**config.mk**
```make
export PLATFORM = sky130hd
export DESIGN_NAME = nds_line_capture
export DESIGN_NICKNAME = d
export VERILOG_FILES = /design/src/rtl/nds_capture_pkg.sv /design/src/rtl/nds_capture_sync_edge.sv /design/src/rtl/nds_line_capture.sv
export SDC_FILE = /design/constraint.sdc
export NUM_CORES = 1
export LEC_CHECK = 0
export BUFFER_PORTS_ARGS = -buffer_cell sky130_fd_sc_hd__buf_2
export CAP_MARGIN = 25
export CORE_ASPECT_RATIO = 0.75
export CORE_MARGIN = 8
export CORE_UTILIZATION = 40
export DETAILED_ROUTE_END_ITERATION = 10
export GPL_TIMING_DRIVEN = 0
export PLACE_DENSITY = 0.6
export SLEW_MARGIN = 20
export SYNTH_ARGS = -nofsm -noshare
export SYNTH_HDL_FRONTEND = slang
export SYNTH_SLANG_ARGS = --single-unit
```
**constraint.sdc**
```tcl
create_clock -name clk -period 5.5 [get_ports clk]
set_input_delay 0.825 -clock clk [delete_from_list [all_inputs] [get_ports clk]]
set_output_delay 0.825 -clock clk [all_outputs]
set_load 0.1 [all_outputs]
```
**src/rtl/nds_capture_pkg.sv**
```systemverilog
// nds_capture_pkg: shared types and default geometry for the NDS line grabber.
package nds_capture_pkg;

    localparam int H_PORCH_DEF  = 4;
    localparam int H_ACTIVE_DEF = 256;
    localparam int V_ACTIVE_DEF = 192;

    typedef logic [17:0] pixel_t;

    typedef enum logic [2:0] {
        WAIT_FRAME,
        WAIT_LINE,
        PORCH,
        ACTIVE,
        TAIL
    } cap_state_t;

endpackage

```
**src/rtl/nds_capture_sync_edge.sv**
```systemverilog
// nds_sync_edge: 2-FF synchronizer for one asynchronous NDS control pin,
// with rise/fall pulses taken from the synchronized level and its delayed copy.
module nds_sync_edge (
    input  logic clk,
    input  logic rst,
    input  logic i_async,
    output logic o_rise,
    output logic o_fall
);

    logic r_s1;
    logic r_s2;
    logic r_s3;

    always_ff @(posedge clk or posedge rst) begin
        if (rst) begin
            r_s1 <= 1'b0;
            r_s2 <= 1'b0;
            r_s3 <= 1'b0;
        end else begin
            r_s1 <= i_async;
            r_s2 <= r_s1;
            r_s3 <= r_s2;
        end
    end

    assign o_rise = r_s2 & ~r_s3;
    assign o_fall = ~r_s2 & r_s3;

endmodule

```
**src/rtl/nds_line_capture.sv**
```systemverilog
// nds_line_capture: grabs NDS LCD lines into ping-pong line buffers.
// Define NDS_CAPTURE_DUAL_EDGE_EN to also capture screen B on pix_clk falls.
module nds_line_capture
    import nds_capture_pkg::*;
#(
    parameter int H_PORCH  = H_PORCH_DEF,
    parameter int H_ACTIVE = H_ACTIVE_DEF,
    parameter int V_ACTIVE = V_ACTIVE_DEF
) (
    input  logic        clk,
    input  logic        rst,
    input  logic        nds_pix_clk,
    input  logic        nds_hsync,
    input  logic        nds_vsync,
    input  logic [17:0] nds_data,
    output logic        wr_en_a,
    output logic        wr_en_b,
    output logic        wr_bank,
    output logic [7:0]  wr_addr,
    output logic [17:0] wr_data,
    output logic        line_done,
    output logic [7:0]  line_num,
    output logic        frame_start,
    output logic        short_line
);

    localparam int CW = $clog2(H_PORCH + H_ACTIVE + 1);
    localparam logic [CW-1:0] PORCH_W    = CW'(H_PORCH);
    localparam logic [CW-1:0] PORCH_LAST = CW'(H_PORCH - 1);
    localparam logic [CW-1:0] ACT_LAST   = CW'(H_ACTIVE - 1);
    localparam logic [7:0]    LINE_LAST  = 8'(V_ACTIVE - 1);
    localparam cap_state_t    LINE_ENTRY = (H_PORCH == 0) ? ACTIVE : PORCH;

    logic w_pix_rise;
    logic w_pix_fall;
    logic w_hs_rise;
    logic w_hs_fall;
    logic w_vs_rise;
    logic w_vs_fall;

    nds_sync_edge u_sync_pix (
        .clk     (clk),
        .rst     (rst),
        .i_async (nds_pix_clk),
        .o_rise  (w_pix_rise),
        .o_fall  (w_pix_fall)
    );

    nds_sync_edge u_sync_hs (
        .clk     (clk),
        .rst     (rst),
        .i_async (nds_hsync),
        .o_rise  (w_hs_rise),
        .o_fall  (w_hs_fall)
    );

    nds_sync_edge u_sync_vs (
        .clk     (clk),
        .rst     (rst),
        .i_async (nds_vsync),
        .o_rise  (w_vs_rise),
        .o_fall  (w_vs_fall)
    );

    // Data is delayed two stages so r_d2 lines up with the edge pulses.
    pixel_t r_d1;
    pixel_t r_d2;

    always_ff @(posedge clk or posedge rst) begin
        if (rst) begin
            r_d1 <= '0;
            r_d2 <= '0;
        end else begin
            r_d1 <= nds_data;
            r_d2 <= r_d1;
        end
    end

    cap_state_t    r_state;
    cap_state_t    w_state_nx;
    logic [CW-1:0] r_cnt;
    logic [CW-1:0] w_cnt_nx;
    logic [CW-1:0] w_act_addr;
    logic          w_wr_a;
    logic [7:0]    w_addr;
    pixel_t        w_data;
    logic          w_done;
    logic          w_fs;
    logic          w_bank;
    logic [7:0]    w_line;
    logic          w_short;
`ifdef NDS_CAPTURE_DUAL_EDGE_EN
    logic          r_pend;
    logic          w_pend_nx;
    logic          w_wr_b;
`endif

    assign w_act_addr = r_cnt - PORCH_W;

    always_comb begin
        w_state_nx = r_state;
        w_cnt_nx   = r_cnt;
        w_wr_a     = 1'b0;
        w_addr     = wr_addr;
        w_data     = wr_data;
        w_done     = 1'b0;
        w_fs       = 1'b0;
        w_bank     = wr_bank;
        w_line     = line_num;
        w_short    = short_line;
`ifdef NDS_CAPTURE_DUAL_EDGE_EN
        w_pend_nx  = r_pend;
        w_wr_b     = 1'b0;
`endif
        if (w_vs_fall) begin
            w_fs       = 1'b1;
            w_line     = '0;
            w_bank     = 1'b0;
            w_cnt_nx   = '0;
            w_state_nx = WAIT_LINE;
`ifdef NDS_CAPTURE_DUAL_EDGE_EN
            w_pend_nx  = 1'b0;
`endif
        end else if (w_hs_fall) begin
            // Any pixel edge coinciding with hsync fall is dropped here.
            w_cnt_nx = '0;
`ifdef NDS_CAPTURE_DUAL_EDGE_EN
            w_pend_nx = 1'b0;
`endif
            case (r_state)
                WAIT_LINE: w_state_nx = LINE_ENTRY;
                PORCH, ACTIVE: begin
                    w_short    = 1'b1;
                    w_state_nx = LINE_ENTRY;
                end
                TAIL: begin
                    w_done     = 1'b1;
                    w_bank     = ~wr_bank;
                    w_line     = line_num + 8'd1;
                    w_state_nx = (line_num == LINE_LAST) ? WAIT_FRAME
                                                         : LINE_ENTRY;
                end
                default: w_cnt_nx = r_cnt;
            endcase
        end else if (w_pix_rise) begin
            case (r_state)
                PORCH: begin
                    w_cnt_nx = r_cnt + 1'b1;
                    if (r_cnt == PORCH_LAST)
                        w_state_nx = ACTIVE;
                end
                ACTIVE: begin
                    w_wr_a   = 1'b1;
                    w_addr   = 8'(w_act_addr);
                    w_data   = r_d2;
                    w_cnt_nx = r_cnt + 1'b1;
`ifdef NDS_CAPTURE_DUAL_EDGE_EN
                    w_pend_nx = 1'b1;
`endif
                    if (w_act_addr == ACT_LAST)
                        w_state_nx = TAIL;
                end
                default: w_cnt_nx = r_cnt;
            endcase
        end
`ifdef NDS_CAPTURE_DUAL_EDGE_EN
        // Falling edge pairs with the latest rising pixel, still in wr_addr.
        else if (w_pix_fall && r_pend) begin
            w_wr_b    = 1'b1;
            w_data    = r_d2;
            w_pend_nx = 1'b0;
        end
`endif
    end

    always_ff @(posedge clk or posedge rst) begin
        if (rst) begin
            r_state     <= WAIT_FRAME;
            r_cnt       <= '0;
            wr_en_a     <= 1'b0;
            wr_addr     <= '0;
            wr_data     <= '0;
            line_done   <= 1'b0;
            frame_start <= 1'b0;
            wr_bank     <= 1'b0;
            line_num    <= '0;
            short_line  <= 1'b0;
        end else begin
            r_state     <= w_state_nx;
            r_cnt       <= w_cnt_nx;
            wr_en_a     <= w_wr_a;
            wr_addr     <= w_addr;
            wr_data     <= w_data;
            line_done   <= w_done;
            frame_start <= w_fs;
            wr_bank     <= w_bank;
            line_num    <= w_line;
            short_line  <= w_short;
        end
    end

`ifdef NDS_CAPTURE_DUAL_EDGE_EN
    always_ff @(posedge clk or posedge rst) begin
        if (rst) begin
            r_pend  <= 1'b0;
            wr_en_b <= 1'b0;
        end else begin
            r_pend  <= w_pend_nx;
            wr_en_b <= w_wr_b;
        end
    end
`else
    assign wr_en_b = 1'b0;
`endif

endmodule

```
# == Word-level counts from Yosys, hierarchy flattened ==
# Index checks and enable logic that the tools add are counted.
# classes
addsub,3
eq_ne,11
n_mux,27
bitwise_logic,9
n_reduce_logical,13
# ops
operator,count
$mux W9,5
$mux W8,3
$mux W3,5
$pmux W3 S2,2
$mux W1,11
$add A9 B1 Y9 const B,1
$eq A9 B2 Y1 const B,1
$eq A9 B8 Y1 const B,1
$sub A9 B3 Y9 const B,1
$add A8 B1 Y8 const B,1
$eq A8 B8 Y1 const B,1
$ne A4 B2 Y1 const B,2
$eq A3 B2 Y1 const B,2
$not A1 Y1,6
$reduce_and A3 Y1,2
$reduce_bool A3 Y1,2
$reduce_and A5 Y1,1
$ne A4 B3 Y1 const B,1
$reduce_and A4 Y1,1
$reduce_bool A2 Y1,2
$reduce_bool A4 Y1,1
$reduce_or A4 Y1,1
$and A1 B1 Y1,3
$eq A3 B1 Y1 const B,1
other kinds (6),6
# word_totals
reg_bits,96
input_bits,23
output_inout_bits,40

# == Depth between registers and ports, before layout ==
# depth
depth_word,7
ltp_mapped,7

# == Modules after synthesis ==
# From an unflattened synthesis, not the netlist that was laid out.
# unflattened
hier_cells,260
hier_area_um2,3547.2
# by_module_without_submodules
module,n_inst,cells_each,area_each_um2
nds_line_capture,1,242,3265.6
nds_sync_edge,3,6,93.8

# == Least setup slack after synthesis ==
# No wires, ideal clock.
# synth_path
kind,reg-to-reg
start,register r_cnt[3]
end,register r_state[1]
arrival_time_ps,2263
slack_ps,3109
stages_incl_launch_ff,6
path_buffers,0
cell_sequence,dfrtp_1 -> or4_1 -> or3_1 -> a2111o_1 -> a211oi_2 -> mux2_1
# synth_between
elab_chain_cells,4
# synth_lines
item,line_no,source
"start, declared",nds_line_capture.sv:81,logic [CW-1:0] r_cnt;
"start signal, assigned",nds_line_capture.sv:190,r_cnt <= w_cnt_nx;
$sub A9 B3 Y9,nds_line_capture.sv:98,assign w_act_addr = r_cnt - PORCH_W;
$eq A9 B8 Y1,nds_line_capture.sv:160,if (w_act_addr == ACT_LAST)
$ne A4 B2 Y1 (no source line),--,
$reduce_and A5 Y1 (no source line) *,--,
"end signal, assigned",nds_line_capture.sv:189,r_state <= w_state_nx;
"end, declared",nds_line_capture.sv:79,cap_state_t r_state;
# Mark *: on every way between the ends. The rest lies on a longest branch, timed or not.
# A chain may end at the register's enable or synchronous reset.

# == Worst setup path after layout ==
# Ends and elaborated chain as after synthesis.

==> results.md <==
* Resized cells post-CTS at 0
* Avg WL per Cell at 14.6 um
* Initial antenna violation count at 0
* Startpoint types: flip-flop
* Worst hold path type: flip-flop to flip-flop
* Worst-Skew Late Latency at 0.34 ns
* Drc violations at 0
* CP arrival at 2.76 ns
* # diodes at 0
* Yosys cell types at 42
* Routability cong. at 0.786
* Layout Skew at 0.0112 ns
* Rel. slew slack at 50.4%
* Async SR Flop Fraction at 100%
* Critical path class: flip-flop to flip-flop
* Die X at 124 um
* Max-cap violations at 0
* Maximum clock frequency at 394 MHz
* Total die area at 0.0120 mm^2
* Outcome: completed
* Cells on worst reg2reg path at 5
* Cells after synthesis at 260
* Max IR drop VDD at 0.000394 V
* Avg Cell Area, Syn at 13.5 um^2
* Slowest cell on crit path: or4_1
* Worst Hold Depth at 0
* Pleak at 2.08 nW
* Mux contribution to synthesized area at 7.33%
* Synth Area in Simple Gates at 10.2%
* Largest family of logic cells by synthesized area: simple AND/OR/NAND/NOR gates
* Share of the synthesized area in the top cell type at 68.7%
* Layout cell share with drive strength beyond 1 at 31.3%
* Grt ovf at 0
* RSZ-0062 raised after global routing: false
* Global Route Usage Sum at 11.8%
* Fillers at 758
* Clk root buf: clkbuf_16
* Clk sink count at 96
* Antenna Nets Post-Route at 0
* FF-to-FF setup slack at 2.96 ns
* First-pass DRT Iterations at 4
* Met2 Use GR at 16.0%
* Vias at 2118
* Row count at 29
* Syn_nets at 288
* Drt via density at 4.74
* Crit path required time at 5.72 ns
* CP cell instances: or4_1 > or3_1 > a2111o_1 > a211oi_2 > mux2_1
* Hold worst-path end: r_d2[2]
* HP Start: r_d1[2]
* Ys Warns at 0
* GR Util met3 at 4.70%
* Global-route wire length before repair at 11300 um
* H-tree levels at 3
* Xor/xnor share of the synthesized area at 3.76%
* Die height at 97.0 um
* Setup bufs post-CTS at 0
* Worst R2R End: r_state[1]
* Top post-synthesis cells by area: dfrtp_1 69%, mux2_2 6.1%, xnor2_1 2.8%, nand2_1 2.5%, o21ai_0 1.9%
* Port buffer count at 61
* Clk pin slew, worst setup/hold paths at 0.07 ns
* Post-Route WL at 6520 um
* RR Startpoint: r_cnt[3]
* PD cells at 588 mW/mm^2
* Main synth FF type: dfrtp_1
* Synth top cells by count: 96 x dfrtp_1, 23 x nand2_1, 19 x mux2_2
* Actual slew at the worst max-slew pin at 0.734 ns
* Post-Syn Area at 0.00350 mm^2
* Core area at 0.00849 mm^2
* Compound-cell area share of the yosys netlist at 5.94%
* Setup TNS at 0 ns
* # setup viols final at 0
* CTS Hold Bufs at 0
* DP HPWL at 4560 um
* Crit end category: flip-flop
* GR peak layer: met1
* Num ports at 63
* DR iter-0 viols at 96
* Number of global-route vias before repair at 2215
* Largest net degree at the start of global routing at 55
* Max clock buf depth at 2
* CTS buffer count at 9
* Layout area overhead at 22.6%
* Fin crit period at 2.54 ns
* Final period utilization at 46.2%
* Synth Register Bits at 96
* Max FO, Critical Path at 7
* CTS tree: done
* Starting Density at 41.2%
* Top-count cell post-synth: dfrtp_1
* Post-synthesis adder-cell area fraction at 1.79%
* Final Hold Vio Count at 0
* Final Cell Area at 0.00429 mm^2
* Final core utilization at 50.5%
* GRT met1 Usage at 16.7%
* EDFF count, synth at 0
* NumNets Final at 362
* CP max stage delay at 0.57 ns
* Register area share after synthesis at 68.7%
* Synth area leader: dfrtp_1
* Placed cell area at 0.00398 mm^2
* Final Max Tran Viols at 0
* Post-Route Hold Slack at 0.348 ns
==> state kept, by name (all words and copies together), names as in the netlist <==
signal and flops:
frame_start 1, line_done 1, line_num 8, r_cnt 9, r_d1 18, r_d2 18
r_state 3, short_line 1, u_sync_hs.r_s1 1, u_sync_hs.r_s2 1, u_sync_hs.r_s3 1, u_sync_pix.r_s1 1
u_sync_pix.r_s2 1, u_sync_pix.r_s3 1, u_sync_vs.r_s1 1, u_sync_vs.r_s2 1, u_sync_vs.r_s3 1, wr_addr 8
wr_bank 1, wr_data 18, wr_en_a 1
==> kinds of logic after synthesis <==
| family | Yosys count |
|---|---|
| mux | 23 |
| other cells | 1 |
| buf+inv | 16 |
| xor+xnor | 15 |
| simple gates | 72 |
| flops | 96 |
| fa+ha+maj | 5 |
| compound gates | 32 |
==> worst max-delay path by stage <==
stage	slack [ns]	startpoint	endpoint	cells past startpoint
final	2.96	r_cnt[3]	r_state[1]	5
after global routing	2.87	r_cnt[3]	r_state[1]	5
after CTS	2.97	r_cnt[3]	r_state[1]	5
after detailed placement	2.98	r_cnt[3]	r_state[1]	5
after global placement	1.11	rst	wr_addr[6]	2
after floorplan	2.17	rst	frame_start	1
==> metrics by stage <==
step	power, mW	worst slack [ns]	instances
2_1_floorplan	1.73	2.17	260
3_3_place_gp	1.89	1.11	429
4_1_cts	2.56	2.97	447
3_5_place_dp	1.90	2.98	431
5_1_grt	2.63	2.87	447
6_report	2.52	2.96	447
==> per-layer routing <==
| layer | wire, um | vias up |
|---|---|---|
| met4 | 65 | 0 |
| li1 | - | 1038 |
| met2 | 2770 | 58 |
| met3 | 490 | 8 |
| met1 | 3190 | 1014 |
| met5 | 0 | - |
==> report_power, final <==
group          internal, mW  total, mW  switching [mW]
Combinational         0.160      0.990           0.829
Sequential            0.825      0.891          0.0665
Clock                 0.362      0.643           0.281
==> layout make-up <==
| type | instances | area (um^2) | share of cell area [%] |
|---|---|---|---|
| Multi-Input combinational cell | 148 | 1020 | 23.8 |
| Inverter | 7 | 31.3 | 0.729 |
| Timing Repair Buffer | 63 | 338 | 7.88 |
| Sequential cell | 96 | 2400 | 56.0 |
| Tap cell | 108 | 135 | 3.15 |
| Clock buffer | 9 | 225 | 5.25 |
| Clock inverter | 7 | 88.8 | 2.07 |
| Buffer | 9 | 48.8 | 1.14 |
==> placed cells by master, fill, tap and decap left out, types with 2 or more instances in the layout <==
cell	Yosys	routed
xor2_1	4	4
buf_4	2	2
mux2_2	19	19
and3_1	4	4
nor4_1	2	2
nor2_1	17	17
dfrtp_1	96	96
inv_6	0	2
clkbuf_1	5	5
nand2b_1	2	2
nor4bb_1	2	2
nor2b_1	3	3
or4_1	3	3
buf_2	0	62
a21oi_1	6	6
o21ai_0	13	13
mux2i_1	2	2
nand4_1	2	2
clkbuf_16	0	9
nand2_1	23	23
or3_1	3	3
nor3_1	4	4
ha_1	5	5
a31o_2	2	2
xnor2_1	11	11
inv_1	7	6
nand3_1	3	3
a31oi_1	2	2
clkinv_4	0	2
mux2_1	2	2
==> critical path, delay by kind of cell, from the launching register on <==
family           cells  cell delay [ns]
multiplexers         1             0.35
AND/OR/NAND/NOR      2             0.91
AO/OA/AOI/OAI        2             0.72
flip-flops           1             0.45
(Power assumes the default switching activity.)
